## config.mk

```make
export PLATFORM = sky130hd
export DESIGN_NAME = mc_loopback_responder
export DESIGN_NICKNAME = d
export VERILOG_FILES = /design/src/rtl/mc_lb_pkg.sv /design/src/rtl/mc_lb_fifo.sv /design/src/rtl/mc_loopback_responder.sv
export SDC_FILE = /design/constraint.sdc
export NUM_CORES = 2
export LEC_CHECK = 0
export BUFFER_PORTS_ARGS = -buffer_cell sky130_fd_sc_hd__buf_4
export CAP_MARGIN = 25
export CORE_MARGIN = 5
export CORE_UTILIZATION = 55
export CTS_CLUSTER_DIAMETER = 100
export CTS_CLUSTER_SIZE = 30
export DETAILED_ROUTE_END_ITERATION = 10
export GPL_TIMING_DRIVEN = 0
export HOLD_SLACK_MARGIN = 0.05
export PLACE_DENSITY = 0.73
export SETUP_SLACK_MARGIN = 0.15
export SYNTH_ARGS = -nofsm -noshare
export SYNTH_HDL_FRONTEND = slang
export SYNTH_MEMORY_MAX_BITS = 65536
export SYNTH_SLANG_ARGS = --single-unit
```

## constraint.sdc

```tcl
create_clock -name clk -period 7.2 [get_ports clk]
set_input_delay 1.8 -clock clk [delete_from_list [all_inputs] [get_ports clk]]
set_output_delay 1.8 -clock clk [all_outputs]
set_load 0.03 [all_outputs]
```

## src/rtl/mc_lb_pkg.sv

```systemverilog
// -----------------------------------------------------------------------------
// mc_lb_pkg
//   Shared types and defaults for the MC loopback responder.
//   - mc_lb_state_t : replay FSM states (IDLE, GAP, SEND)
//   - mc_lb_entry_t : one buffered beat {last, data} at the default data width
//   - MC_LB_DATA_W / MC_LB_GAP_CYCLES : default width and inter-burst gap
// -----------------------------------------------------------------------------
package mc_lb_pkg;

  localparam int MC_LB_DATA_W     = 64;
  localparam int MC_LB_GAP_CYCLES = 2;

  typedef enum logic [1:0] {
    IDLE = 2'd0,
    GAP  = 2'd1,
    SEND = 2'd2
  } mc_lb_state_t;

  typedef struct packed {
    logic                    last;
    logic [MC_LB_DATA_W-1:0] data;
  } mc_lb_entry_t;

endpackage

```

## src/rtl/mc_lb_fifo.sv

```systemverilog
// -----------------------------------------------------------------------------
// mc_lb_fifo
//   Synchronous show-ahead FIFO. The head entry is visible on o_rdata
//   whenever o_empty is low; i_pop advances past it at the next clock.
//   Pointers carry one extra wrap bit so full and empty are distinguishable
//   without a separate occupancy counter.
//
// Ports
//   clk      in   clock
//   rst_n    in   synchronous active-low reset (pointers only)
//   i_push   in   write i_wdata (ignored while full)
//   i_wdata  in   WIDTH-bit entry to write
//   i_pop    in   drop the head entry (ignored while empty)
//   o_rdata  out  head entry
//   o_full   out  DEPTH entries stored
//   o_empty  out  no entries stored
// -----------------------------------------------------------------------------
module mc_lb_fifo #(
  parameter int WIDTH = 65,
  parameter int DEPTH = 64
) (
  input  logic             clk,
  input  logic             rst_n,
  input  logic             i_push,
  input  logic [WIDTH-1:0] i_wdata,
  input  logic             i_pop,
  output logic [WIDTH-1:0] o_rdata,
  output logic             o_full,
  output logic             o_empty
);

  localparam int          AW      = $clog2(DEPTH);
  localparam logic [AW:0] PTR_ONE = 1;

  logic [AW:0]      r_wptr;
  logic [AW:0]      r_rptr;
  logic [WIDTH-1:0] r_mem [DEPTH];

  logic w_do_push;
  logic w_do_pop;

  assign o_full    = (r_wptr[AW] != r_rptr[AW]) &&
                     (r_wptr[AW-1:0] == r_rptr[AW-1:0]);
  assign o_empty   = (r_wptr == r_rptr);
  assign w_do_push = i_push && !o_full;
  assign w_do_pop  = i_pop && !o_empty;
  assign o_rdata   = r_mem[r_rptr[AW-1:0]];

  always_ff @(posedge clk) begin
    if (!rst_n) begin
      r_wptr <= '0;
      r_rptr <= '0;
    end else begin
      if (w_do_push) r_wptr <= r_wptr + PTR_ONE;
      if (w_do_pop)  r_rptr <= r_rptr + PTR_ONE;
    end
  end

  // Storage carries no reset; stale contents are never presented as valid.
  always_ff @(posedge clk) begin
    if (w_do_push) r_mem[r_wptr[AW-1:0]] <= i_wdata;
  end

endmodule

```

## src/rtl/mc_loopback_responder.sv

```systemverilog
// -----------------------------------------------------------------------------
// mc_loopback_responder
//   Memory-controller-side responder: terminates the MC write-data (W)
//   channel into a FIFO and replays each captured burst on the MC read-data
//   (R) channel, preceded by GAP_CYCLES idle cycles. Default build is
//   store-and-forward: a burst is replayed only once its wlast beat is stored.
//
//   Build option MC_LB_CUT_THROUGH_EN (define to enable): replay starts as
//   soon as any beat is buffered, rvalid drops while the FIFO runs dry
//   mid-burst, and the overflow detector is removed (ovf_err tied to 0).
//
// Parameters
//   DATA_W      W/R data width
//   DEPTH       FIFO depth in beats (power of two, >= 2)
//   GAP_CYCLES  idle cycles before each R burst (0 = back-to-back)
//
// Ports
//   clk        in   clock
//   rst_n      in   synchronous active-low reset
//   wvalid     in   W beat valid
//   wdata      in   W beat data
//   wlast      in   last beat of W burst
//   wready     out  W beat accept (low in reset and while FIFO full)
//   rvalid     out  R beat valid
//   rdata      out  R beat data (0 when rvalid=0)
//   rlast      out  last beat of R burst (0 when rvalid=0)
//   rready     in   R beat accept
//   burst_cnt  out  complete bursts currently buffered
//   ovf_err    out  sticky: FIFO filled without a complete burst stored
// -----------------------------------------------------------------------------
module mc_loopback_responder
  import mc_lb_pkg::*;
#(
  parameter int DATA_W     = MC_LB_DATA_W,
  parameter int DEPTH      = 64,
  parameter int GAP_CYCLES = MC_LB_GAP_CYCLES
) (
  input  logic                       clk,
  input  logic                       rst_n,
  input  logic                       wvalid,
  input  logic [DATA_W-1:0]          wdata,
  input  logic                       wlast,
  output logic                       wready,
  output logic                       rvalid,
  output logic [DATA_W-1:0]          rdata,
  output logic                       rlast,
  input  logic                       rready,
  output logic [$clog2(DEPTH+1)-1:0] burst_cnt,
  output logic                       ovf_err
);

  localparam int CNT_W = $clog2(DEPTH+1);
  localparam int GAP_W = (GAP_CYCLES < 2) ? 1 : $clog2(GAP_CYCLES + 1);

  localparam logic [CNT_W-1:0] CNT_ONE       = 1;
  localparam logic [GAP_W-1:0] GAP_ONE       = 1;
  // Between bursts the GAP state provides all GAP_CYCLES idle cycles.
  localparam logic [GAP_W-1:0] GAP_LOAD_SEND = GAP_W'(GAP_CYCLES);
  // Coming from IDLE, the cycle spent in IDLE noticing the burst already
  // counts as the first idle cycle, so GAP covers one fewer.
  localparam logic [GAP_W-1:0] GAP_LOAD_IDLE = GAP_W'((GAP_CYCLES > 0) ? GAP_CYCLES - 1 : 0);

  mc_lb_state_t r_state;
  mc_lb_state_t w_state_nxt;
  logic [GAP_W-1:0] r_gap_cnt;
  logic [GAP_W-1:0] w_gap_nxt;
  logic [CNT_W-1:0] r_burst_cnt;
  logic [CNT_W-1:0] w_burst_nxt;
  logic r_forced;     // currently replaying an overflowed (uncounted) burst
  logic r_fwl_seen;   // that burst's wlast has already been stored

  logic [DATA_W:0] w_fifo_wdata;
  logic [DATA_W:0] w_head;
  logic            w_full;
  logic            w_empty;
  logic            w_head_last;

  logic w_push;
  logic w_pop;
  logic w_pop_last;
  logic w_inc;
  logic w_dec;
  logic w_start;
  logic w_force;

  // ---------------------------------------------------------------------------
  // Beat buffer
  // ---------------------------------------------------------------------------
  assign w_fifo_wdata = {wlast, wdata};

  mc_lb_fifo #(
    .WIDTH (DATA_W + 1),
    .DEPTH (DEPTH)
  ) u_fifo (
    .clk     (clk),
    .rst_n   (rst_n),
    .i_push  (w_push),
    .i_wdata (w_fifo_wdata),
    .i_pop   (w_pop),
    .o_rdata (w_head),
    .o_full  (w_full),
    .o_empty (w_empty)
  );

  assign w_head_last = w_head[DATA_W];

  // ---------------------------------------------------------------------------
  // Channel handshakes
  // ---------------------------------------------------------------------------
  // wready reflects the pre-pop full state, so a pop in a full cycle frees
  // space only from the next cycle on.
  assign wready     = rst_n && !w_full;
  assign rvalid     = (r_state == SEND) && !w_empty;
  assign rdata      = rvalid ? w_head[DATA_W-1:0] : '0;
  assign rlast      = rvalid && w_head_last;
  assign w_push     = wvalid && wready;
  assign w_pop      = rvalid && rready;
  assign w_pop_last = w_pop && w_head_last;
  assign burst_cnt  = r_burst_cnt;

`ifdef MC_LB_CUT_THROUGH_EN
  assign w_start = !w_empty;
  assign w_force = 1'b0;
  assign ovf_err = 1'b0;
`else
  assign w_start = (r_burst_cnt != '0);
  // A full FIFO with no complete burst can never drain by itself; stream it
  // out cut-through instead of deadlocking.
  assign w_force = w_full && (r_burst_cnt == '0) && !r_forced;

  logic r_ovf_err;
  assign ovf_err = r_ovf_err;

  always_ff @(posedge clk) begin
    if (!rst_n) begin
      r_ovf_err <= 1'b0;
    end else if (w_force) begin
      r_ovf_err <= 1'b1;
    end
  end
`endif

  // ---------------------------------------------------------------------------
  // Complete-burst counter
  // ---------------------------------------------------------------------------
  // The overflowed burst was never counted, so neither its wlast push nor its
  // rlast pop touches the counter. Later bursts queued behind it count
  // normally.
  assign w_inc = w_push && wlast && !(r_forced && !r_fwl_seen);
  assign w_dec = w_pop_last && !r_forced;

  always_comb begin
    w_burst_nxt = r_burst_cnt;
    if (w_inc && !w_dec) begin
      w_burst_nxt = r_burst_cnt + CNT_ONE;
    end else if (!w_inc && w_dec) begin
      w_burst_nxt = r_burst_cnt - CNT_ONE;
    end
  end

  // ---------------------------------------------------------------------------
  // Replay FSM
  // ---------------------------------------------------------------------------
  always_comb begin
    w_state_nxt = r_state;
    w_gap_nxt   = r_gap_cnt;
    unique case (r_state)
      IDLE: begin
        if (w_force) begin
          w_state_nxt = SEND;
        end else if (w_start) begin
          if (GAP_CYCLES > 1) begin
            w_state_nxt = GAP;
            w_gap_nxt   = GAP_LOAD_IDLE;
          end else begin
            w_state_nxt = SEND;
          end
        end
      end
      GAP: begin
        if (w_force || (r_gap_cnt <= GAP_ONE)) begin
          w_state_nxt = SEND;
        end else begin
          w_gap_nxt = r_gap_cnt - GAP_ONE;
        end
      end
      SEND: begin
        // In forced mode the FIFO may run dry; rvalid is low and the FSM
        // simply waits here for the next beat.
        if (w_pop_last) begin
          if (w_burst_nxt != '0) begin
            if (GAP_CYCLES > 0) begin
              w_state_nxt = GAP;
              w_gap_nxt   = GAP_LOAD_SEND;
            end else begin
              w_state_nxt = SEND;
            end
          end else begin
            w_state_nxt = IDLE;
          end
        end
      end
      default: begin
        w_state_nxt = IDLE;
      end
    endcase
  end

  always_ff @(posedge clk) begin
    if (!rst_n) begin
      r_state     <= IDLE;
      r_gap_cnt   <= '0;
      r_burst_cnt <= '0;
    end else begin
      r_state     <= w_state_nxt;
      r_gap_cnt   <= w_gap_nxt;
      r_burst_cnt <= w_burst_nxt;
    end
  end

  // Forced-burst tracking: set on overflow, closed by the stored rlast.
  always_ff @(posedge clk) begin
    if (!rst_n) begin
      r_forced   <= 1'b0;
      r_fwl_seen <= 1'b0;
    end else if (w_force) begin
      r_forced   <= 1'b1;
      r_fwl_seen <= 1'b0;
    end else if (r_forced) begin
      if (w_push && wlast) begin
        r_fwl_seen <= 1'b1;
      end
      if (w_pop_last) begin
        r_forced   <= 1'b0;
        r_fwl_seen <= 1'b0;
      end
    end
  end

endmodule

```

# [Word-level counts from Yosys, hierarchy flattened]
# Memories as Yosys holds them, arrays and structs flattened. A register that Yosys moved wholly into a read port is not among the register bits.
# Index checks and enable logic that the tools add are counted.
[word_totals] reg_bits=28 memories=1 input_bits=69 mem_bits_rw=4160 rom_bits=0 latch_bits=0 output_inout_bits=75
[classes] eq_ne=12 n_mul=0 bitwise_logic=1 n_shift=0 reduce_logical=35 muxes=23 n_lt_le_gt_ge=1 n_addsub=5 div_mod_pow=0
[memory_table] memory="u_fifo.r_mem" depth=64 word_bits=65 read_ports=1 rd_clocked_by_memory_dff=1 write_ports=1 line="mc_lb_fifo.sv:37" text="logic [WIDTH-1:0] r_mem [DEPTH];"
[ops] cell="$mux 64" n=1
[ops] cell="$add 7x1->7 const B" n=3
[ops] cell="$logic_and 1x1->1" n=17
[ops] cell="$mux 2" n=8
[ops] cell="$mux 7" n=2
[ops] cell="$reduce_bool 7->1" n=2
[ops] cell="$mux 6" n=2
[ops] cell="$pmux 2 s3" n=2
[ops] cell="$ne 2x2->1 const B" n=5
[ops] cell="$mux 1" n=8
[ops] cell="$eq 7x7->1" n=1
[ops] cell="$logic_not 1->1" n=7
[ops] cell="$logic_not 7->1" n=1
[ops] cell="$sub 7x1->7 const B" n=1
[ops] cell="$eq 6x6->1" n=1
[ops] cell="$reduce_and 6->1" n=1
[ops] cell="$ne 3x3->1 const B" n=1
[ops] cell="$reduce_and 3->1" n=1
[ops] cell="$reduce_bool 3->1" n=1
[ops] cell="$eq 2x1->1 const B" n=1
[ops] cell="$eq 2x2->1 const B" n=1
[ops] cell="$le 2x1->1 const B" n=1
[ops] cell="$logic_not 2->1" n=1
[ops] cell="$ne 2x1->1 const B" n=1
[ops] cell="7 further kinds" n=7

# [Longest topological paths before layout]
[logic_depth] ltp_word=15 mapped_depth=14 ltp_nobuf=12

# [By module]
# A second synthesis with hierarchy kept.
[unflattened] cells_unflattened=6872 area_unflattened_um2=159012.5
[by_module_without_submodules] module="mc_lb_fifo" area_per_inst_um2=157388.4 cells_per_inst=6664 n_inst=1
[by_module_without_submodules] module="mc_loopback_responder" area_per_inst_um2=1624.1 cells_per_inst=208 n_inst=1

# [Worst setup path before layout]
# Ideal clock, no wire load.
[synth_path] kind="input to register" start="input wvalid" end="memory u_fifo.r_mem[63][0] (enable)" arrival_time_ns=5.561 slack_ns=1.151 path_buffers=2 setup_ns=0.489 cell_stages=7 path_cell_list="nand2_1 > a41oi_4 > and2_0 > clkbuf_1 > nand3_1 > clkbuf_1 > nor2_1"
[synth_between] elab_chain_len=4
[synth_rtl] element="start: declaration" line="mc_loopback_responder.sv:40" text="input logic wvalid,"
[synth_rtl] element="$logic_and 1x1->1" line="mc_loopback_responder.sv:116" text="assign w_push = wvalid && wready;"
[synth_rtl] element="$logic_and 1x1->1" line="mc_lb_fifo.sv:45" text="assign w_do_push = i_push && !o_full;"
[synth_rtl] element="$mux 1" line="mc_lb_fifo.sv:61" text="if (w_do_push) r_mem[r_wptr[AW-1:0]] <= i_wdata;"
[synth_rtl] element="$mux 1 (implied by the code)" line="mc_lb_fifo.sv:61"
[synth_rtl] element="end: declaration" line="mc_lb_fifo.sv:37"
# No other way between the ends.

==> run metrics <==
status complete, no violations; VDD IR max around 0.00029 V; Pwr Density approximately 230 mW/mm^2; detailed placement HPWL 267,000 um; routability cong. 0.781; largest net degree at the start of global routing 69; total gr overflow 0; crit path kind reg2out; Worst Path Arrival 5110 ps; LEAKAGE ~51 nW; skew final 36.2 ps; CP max FO 11; register area share after synthesis 0.787; Vias/cell 6.79; CTS buffer count 160; most common cell in the synthesized netlist edfxtp_1; Pwr Total 40.0 mW; Die Span Y 549 um; share of cells above drive strength 1 0.312; #FFs+latches synth 4,194; WHS ~500 ps; clock root buffer clkbuf_16; crit share post-route 0.960; clk_lat worst skew 880 ps; vias in the first global route between 70,000 and 80,000; Num Clock Sinks 4,194; synth warn 0; Min Clock Period, post-route 6910 ps; CP required 5400 ps; EDFF count, synth 4,160; initial antenna violation count 26; die area 0.301 sq mm; post_cts resized 115; top-level I/O count between 100 and 150; placed cell area 0.171 sq mm; Synth async-reset ratio 0; RSZ-0062 raised after global routing true; CTS Hold Bufs 0; Post-route DRC 0; post-route cell area between 0.15 and 0.2 sq mm; Post-CTS Setup Repair Bufs 0; final hold violations 0; Mapped Nets 6,348; crit path capture type output port; # port buffers 143; Die Wd 549 um; startpoint type of the worst setup path flip-flop; relative slew slack 0.277; maxcap violations 0; Core Box Area 0.289 sq mm; Post-synth top cells 4,160 x edfxtp_1, 1,345 x mux4_2, 243 x clkbuf_1, 87 x nor2_1, 74 x buf_1; Yosys cell types 57; final wirelength 395,000 um; setup TNS 0 ps; Std-Cell Rows 197; clk slew on worst S/H paths 110 ps; first-pass GRT wire length between 500,000 and 600,000 um; Gate Count Post-Synth 6,268; Pins Over Slew Limit 0; Synth top area share 0.782; fin util 0.611; Synth Cell Area 0.160 sq mm; initial core utilization 0.553; Longest Clk Path Bufs 3; Avg WL per Cell about 37 um; Fmax achieved 0.145 GHz; ANT nets after route 0; area leader, netlist edfxtp_1; most area-consuming cells after synthesis edfxtp_1 78%, mux4_2 19%, clkbuf_1 0.57%, dfxtp_1 0.43%, nor2b_1 0.28%; H-tree levels 4; layout net count 6,940; Worst Tran Pin Value 1080 ps; drt pass-1 iters 8; CTS tree built; top_reg_cell synth edfxtp_1; synth-to-layout area growth 10.5%; worst hold path type reg2reg; GRT Total Usage 0.262; Initial DRC Count ~11,000; final setup vio count 0; Vias 73,400; post-synthesis area per instance around 25 sq um
[state kept, by name, summed over array words and instances (netlist names), named ones only]
name,count
u_fifo.r_wptr,7
ovf_err,1
u_fifo.r_rptr,7
r_state,2
burst_cnt,7
r_forced,1
u_fifo.r_mem,4160
r_fwl_seen,1
r_gap_cnt,2
[cells by family (layout without fill, tap and decap cells)]
logic type / after synthesis / after routing / synth area share
fa+ha+maj: 11 / 11 / 0.000862
buf+inv: 341 / 961 / 0.00829
simple gates: 264 / 264 / 0.00859
other cells: 0 / 50 / 0
compound gates: 61 / 61 / 0.00291
xor+xnor: 19 / 19 / 0.00104
flops: 4194 / 4194 / 0.787
mux: 1378 / 1378 / 0.192
[power by group]
group | switching [mW] | leakage, nW | internal, mW | total [mW]
logic | 1.14 | 11.3 | 0.809 | 1.95
registers | 0.0233 | 37.7 | 26.8 | 26.9
clock network | 6.98 | 2.13 | 4.17 | 11.2
total | 8.15 | 51.1 | 31.8 | 40.0
[per-stage QoR]
step | setup WS (ps) | instances
final | 290 | 10800
after global routing | 140 | 10800
after CTS | 125 | 10700
after detailed placement | 240 | 10600
after global placement | -3480 | 10300
after floorplan | 1150 | 6268
[layout make-up]
type                    instances  area (sq um)
fillers                     18800        112000
diodes                         50           125
clock inverters                17           272
plain buffers                 327          1570
repair buffers                431          6590
inverters                      13          48.8
well taps                    3880          4850
flip-flops and latches       4194        126000
clock buffers                 173          4100
multi-input cells            1733         33200
[metal layers]
| layer | share of wire | vias up | routed length, um | global-route usage |
|---|---|---|---|---|
| li1 | - | 28300 | - | - |
| met1 | 0.36 | 39900 | 144000 | 0.365 |
| met2 | 0.49 | 4585 | 196000 | 0.423 |
| met3 | 0.11 | 599 | 43200 | 0.0598 |
| met4 | 0.031 | 10 | 12300 | 0.0800 |
| met5 | 0.00016 | - | 62 | 0 |
[worst paths after layout]
check / start / to / depth (start not counted) / slack, ps
worst max-delay path: flip-flop / rdata[30] / 9 / 290
worst min-delay path: r_gap_cnt[1] / r_gap_cnt[1] / 2 / 490
worst max register to register: u_fifo.r_wptr[1] / u_fifo.r_mem[9][31] / 9 / 2670
worst min register to register: r_gap_cnt[1] / r_gap_cnt[1] / 2 / 490
[critical path, stage by stage, from the launching register on]
cell	delay, ps
dfxtp_1	380
buf_2	270
clkbuf_2	760
buf_1	460
buf_8	220
mux4_2	520
mux4_2	590
mux4_2	490
nor2b_1	220
buf_4	250
[cells in the final DEF (no fill, tap or decap), types with 8 or more instances in the layout]
cell	count
clkbuf_4	10
buf_16	21
nor3_1	14
buf_8	76
diode_2	50
clkdlybuf4s15_2	16
buf_6	8
mux4_2	1345
edfxtp_1	4160
mux2i_1	33
a22oi_1	12
clkbuf_2	61
nand2_1	33
dfxtp_1	34
nor2_1	23
a21oi_1	11
buf_12	188
buf_1	34
nand3_1	11
buf_4	148
buf_2	15
ha_1	11
clkbuf_16	162
xnor2_1	10
nor2b_1	72
clkbuf_1	188
xor2_1	9
o21ai_0	8
nor2_4	65
inv_1	13
(Power assumes the default switching activity.)
